`src/rtl/dispensador_troco.sv`:
```
// rtl/dispensador_troco.sv - payout FSM: price check, product release, coin-by-coin change, credit clear
module dispensador_troco #(
  parameter int MAX_CREDITO = 8,
  parameter int TIMEOUT_ACK = 255,
  parameter int W_TIMEOUT   = 8
) (
  input  logic       clk,
  input  logic       reset,
  input  logic [3:0] valorAcumulado,
  input  logic [3:0] precoProduto,
  input  logic       comprar,
  input  logic       cancelar,
  input  logic       moedaAck,
  output logic       liberaProduto,
  output logic [1:0] moedaTroco,
  output logic       moedaValida,
  output logic       limpaCredito,
  output logic       ocupado,
  output logic       erro
);

  typedef enum logic [2:0] {
    OCIOSO,
    LIBERA,
    TROCO,
    ESPERA_ACK,
    FIM
  } estado_t;

  localparam logic [3:0]           CREDITO_MAX = 4'(MAX_CREDITO);
  localparam logic [W_TIMEOUT-1:0] CONT_LIMITE = W_TIMEOUT'(TIMEOUT_ACK - 1);

  estado_t              r_estado;
  logic [3:0]           r_troco;
  logic [W_TIMEOUT-1:0] r_cont;
  logic                 r_libera;
  logic [1:0]           r_moeda;
  logic                 r_valida;
  logic                 r_limpa;
  logic                 r_ocupado;
  logic                 r_erro;

  logic                 w_credito_valido;
  logic                 w_credito_suficiente;
  logic [1:0]           w_moeda_sel;
  logic [3:0]           w_valor_moeda;

  assign w_credito_valido     = (valorAcumulado <= CREDITO_MAX);
  assign w_credito_suficiente = (valorAcumulado >= precoProduto);

  // Greedy choice: largest coin that still fits in the remaining change
  always_comb begin
    w_moeda_sel = 2'b01;
    if (r_troco >= 4'd4)
      w_moeda_sel = 2'b11;
    else if (r_troco >= 4'd2)
      w_moeda_sel = 2'b10;
  end

  always_comb begin
    w_valor_moeda = 4'd1;
    case (r_moeda)
      2'b11:   w_valor_moeda = 4'd4;
      2'b10:   w_valor_moeda = 4'd2;
      default: w_valor_moeda = 4'd1;
    endcase
  end

  always_ff @(posedge clk or negedge reset) begin
    if (!reset) begin
      r_estado  <= OCIOSO;
      r_troco   <= 4'd0;
      r_cont    <= '0;
      r_libera  <= 1'b0;
      r_moeda   <= 2'b00;
      r_valida  <= 1'b0;
      r_limpa   <= 1'b0;
      r_ocupado <= 1'b0;
      r_erro    <= 1'b0;
    end else begin
      r_libera <= 1'b0;
      r_limpa  <= 1'b0;
      r_erro   <= 1'b0;
      case (r_estado)
        OCIOSO: begin
          if (comprar) begin
            if (!w_credito_valido || !w_credito_suficiente) begin
              r_erro <= 1'b1;
            end else begin
              r_troco   <= valorAcumulado - precoProduto;
              r_estado  <= LIBERA;
              r_libera  <= 1'b1;
              r_ocupado <= 1'b1;
            end
          end else if (cancelar) begin
            r_ocupado <= 1'b1;
            if (w_credito_valido) begin
              r_troco  <= valorAcumulado;
              r_estado <= TROCO;
            end else begin
              r_troco  <= 4'd0;
              r_estado <= FIM;
              r_limpa  <= 1'b1;
            end
          end
        end

        LIBERA: begin
          r_estado <= TROCO;
        end

        TROCO: begin
          if (r_troco == 4'd0) begin
            r_estado <= FIM;
            r_limpa  <= 1'b1;
          end else begin
            r_moeda  <= w_moeda_sel;
            r_valida <= 1'b1;
            r_cont   <= '0;
            r_estado <= ESPERA_ACK;
          end
        end

        ESPERA_ACK: begin
          if (moedaAck) begin
            r_troco  <= r_troco - w_valor_moeda;
            r_valida <= 1'b0;
            r_moeda  <= 2'b00;
            r_estado <= TROCO;
          end else if (r_cont == CONT_LIMITE) begin
            // Ejector never answered: give up on the rest of the change
            r_erro   <= 1'b1;
            r_valida <= 1'b0;
            r_moeda  <= 2'b00;
            r_troco  <= 4'd0;
            r_estado <= FIM;
            r_limpa  <= 1'b1;
          end else begin
            r_cont <= r_cont + 1'b1;
          end
        end

        FIM: begin
          r_estado  <= OCIOSO;
          r_ocupado <= 1'b0;
        end

        default: begin
          r_estado  <= OCIOSO;
          r_ocupado <= 1'b0;
          r_valida  <= 1'b0;
          r_moeda   <= 2'b00;
        end
      endcase
    end
  end

  assign liberaProduto = r_libera;
  assign moedaTroco    = r_moeda;
  assign moedaValida   = r_valida;
  assign limpaCredito  = r_limpa;
  assign ocupado       = r_ocupado;
  assign erro          = r_erro;

endmodule
```
`config.mk`:
```
export PLATFORM = sky130hd
export DESIGN_NAME = dispensador_troco
export DESIGN_NICKNAME = d
export VERILOG_FILES = /design/src/rtl/dispensador_troco.sv
export SDC_FILE = /design/constraint.sdc
export NUM_CORES = 1
export LEC_CHECK = 0
export CORE_MARGIN = 8
export CORE_UTILIZATION = 38
export DETAILED_ROUTE_END_ITERATION = 7
export GPL_TIMING_DRIVEN = 0
export PLACE_DENSITY = 0.65
export SYNTH_ARGS = -nofsm -noshare
export SYNTH_HDL_FRONTEND = slang
export SYNTH_SLANG_ARGS = --single-unit
export TNS_END_PERCENT = 50
```
`constraint.sdc`:
```
create_clock -name clk -period 2.16 [get_ports clk]
set_input_delay 0.432 -clock clk [delete_from_list [all_inputs] [get_ports clk]]
set_output_delay 0.432 -clock clk [all_outputs]
set_load 0.02 [all_outputs]
```
==> qor.txt <==
Post-synthesis net count = 180
Synthesized cell area = 1510 um^2
Max Fanout on Critical Path = 3
IO Port Bufs = 18
Critical path class = input pin to flop
Core area = 3910 um^2
Sink Count = 22
CTS tree = built
Hold slack = 0.490 ns
Site Rows = 23
Design Power = 2100 uW
Post-synthesis sequential area ratio = 0.365
Die Wd = 79.0 um
First drt pass iteration count = 5
Most frequent cells after synthesis = 22 x dfrtp_1, 15 x inv_1, 12 x nand2_1
Clk_lat worst skew = 0.26 ns
RSZ-0062 raised after global routing = no
Largest net degree at the start of global routing = 23
Vias per cell = 5.41
Nets = 206
WP data arrival = 2.23 ns
GRT overflow = 0
Max-cap viol count = 0
Max VDD drop = 352 uV
Area Growth Syn to Fin = 24.3%
CTS clk-pin slew, worst paths = 0.08 ns
Inserted Clock Buffers = 3
Initial antenna violation count = 0
Remaining DRCs = 0
Antenna diode count = 0
Hold crit path type = flop to flop
Share of the synthesized area in the top cell type = 0.365
Fillcell total = 381
CP required = 2.31 ns
Pwr dens = 1120 nW/um^2
Mean area per synthesized cell = 9.66 um^2
IO Count = 20
Clock Path Buffers = 2
Final period util = 0.960
Root buffer cell = clkbuf_8
Most numerous cell in the Yosys netlist = dfrtp_1
Placer Congestion = 0.774
Hold Path Depth = 1
Asr flop ratio synth = 1.00
Ys Warns = 0
Max-slew violation count = 0
CP endpoint kind = flop
Pleak = 0.000829 uW
Fmax = 482 MHz
Most used DFF post-synth = dfrtp_1
Final WL = 3.35 mm
Design area = 1870 um^2
Min-delay src = moedaValida
Worst reg2reg path startpoint = moedaTroco[1]
CP Launch Type = input pin
Setup-failing EPs final = 0
Number of global-route vias before repair = 1291
Detailed-route via count = 1249
Placed Area = 1750 um^2
Yosys top cell by area = dfrtp_1
Final Hold Fails = 0
Mapped Cells = 156
Placed cell count = 224
Cell depth of the worst flop-to-flop path = 7
Slew margin rel. = 0.324
Worst clock skew = 0.00171 ns
Starting Density = 0.385
Setup TNS = 0 ns
Share of cells above drive strength 1 = 0.188
Synthesis-stage register bit count = 22
Yosys cell types = 49
Status = finished, final reports clean
First-pass GRT wire length = 5.79 mm
GRT Resource Usage Total = 0.113
Ranking of synthesized cells by area = dfrtp_1 37%, ha_1 7.5%, xor2_1 4.1%, inv_1 3.7%, nand2_1 3.0%
Tmin final = 2.07 ns
Initial DRC count = 31
Slew @ Worst Pin = 1.01 ns
Die area = 6230 um^2
Final Non-Filler Cells = 231
DP Wirelength = 2.57 mm
DIE HEIGHT = 79.0 um
Detail Route Antenna Nets = 0
EDFF count, synth = 0
WL/cell = 14.5 um
Critical path origin = valorAcumulado[0]
H-tree levels = 1
## cell families after synthesis
logic type	share of synthesized area
AND/OR/NAND/NOR	0.201
AO/OA/AOI/OAI	0.202
flip-flops	0.365
buffers and inverters	0.0515
adder cells (fa/ha/maj)	0.101
XOR/XNOR	0.0523
multiplexers	0.0266
## routing by layer
layer	wire length (um)	track usage
met3	102	0.0135
met4	58	0.0500
met5	0	0
met1	1420	0.125
met2	1770	0.209
## area by class of cell
cell class                      instances  area (um^2)  area share
Multi-Input combinational cell        115          925       0.494
Sequential cell                        22          551       0.294
Timing Repair Buffer                   21          201       0.108
Tap cell                               50         62.6      0.0334
Inverter                               15         56.3      0.0301
Clock buffer                            4         55.1      0.0294
Buffer                                  4         21.3      0.0114
## cells in the final DEF (no fill, tap or decap), types with 4 or more instances in the layout
cell type        count
dfrtp_1             22
nand2_1             12
inv_1               12
clkdlybuf4s50_1     12
nor2_1              10
o21ai_0              7
xor2_1               7
a21oi_1              6
ha_1                 6
a31oi_1              5
buf_4                4
nand3_1              4
clkbuf_8             4
dlygate4sd2_1        4
## power breakdown
group / internal (uW) / total [uW] / switching, uW
sequential: 539 / 680 / 140
combinational: 544 / 1130 / 583
clock: 163 / 295 / 132
total: 1250 / 2100 / 855
## final timing paths
kind | end | slack [ns]
worst max-delay path | r_troco[2] | 0.09
worst min-delay path | moedaValida | 0.49
worst max register to register | r_troco[3] | 0.31
worst min register to register | moedaValida | 0.49
max in group asynchronous | r_cont[4] | 0.83
min in group asynchronous | ocupado | 0.72
## metrics by stage
stage | worst slack, ns | util
6_report | 0.0856 | 0.478
5_1_grt | 0.0214 | 0.478
4_1_cts | 0.0107 | 0.469
3_5_place_dp | -0.705 | 0.447
3_3_place_gp | -0.607 | 0.447
2_1_floorplan | 0.0313 | -
## flip-flops by register name, summed over array words and instances (netlist names)
| register | flops |
|---|---|
| moedaValida | 1 |
| r_cont | 8 |
| limpaCredito | 1 |
| r_troco | 4 |
| erro | 1 |
| r_estado | 3 |
| moedaTroco | 2 |
| liberaProduto | 1 |
| ocupado | 1 |
## worst max-delay path, stage by stage
cell,delay [ns]
clkdlybuf4s15_2,0.21
inv_2,0.06
ha_2,0.16
inv_2,0.05
fa_2,0.36
a21oi_2,0.15
o21ai_2,0.10
a311oi_4,0.25
a21o_4,0.15
mux2_4,0.29
## what timing repair did
| item | 4_1_cts | 5_1_grt |
|---|---|---|
| buffers inserted | 3 | 0 |
| hold buffers | 0 | 0 |
| setup endpoints to repair | 7 | 5 |
| gates cloned | 0 | 0 |
| pin swaps | 4 | 1 |
| gates resized for setup | 14 | 5 |
(Power assumes the default switching activity.)
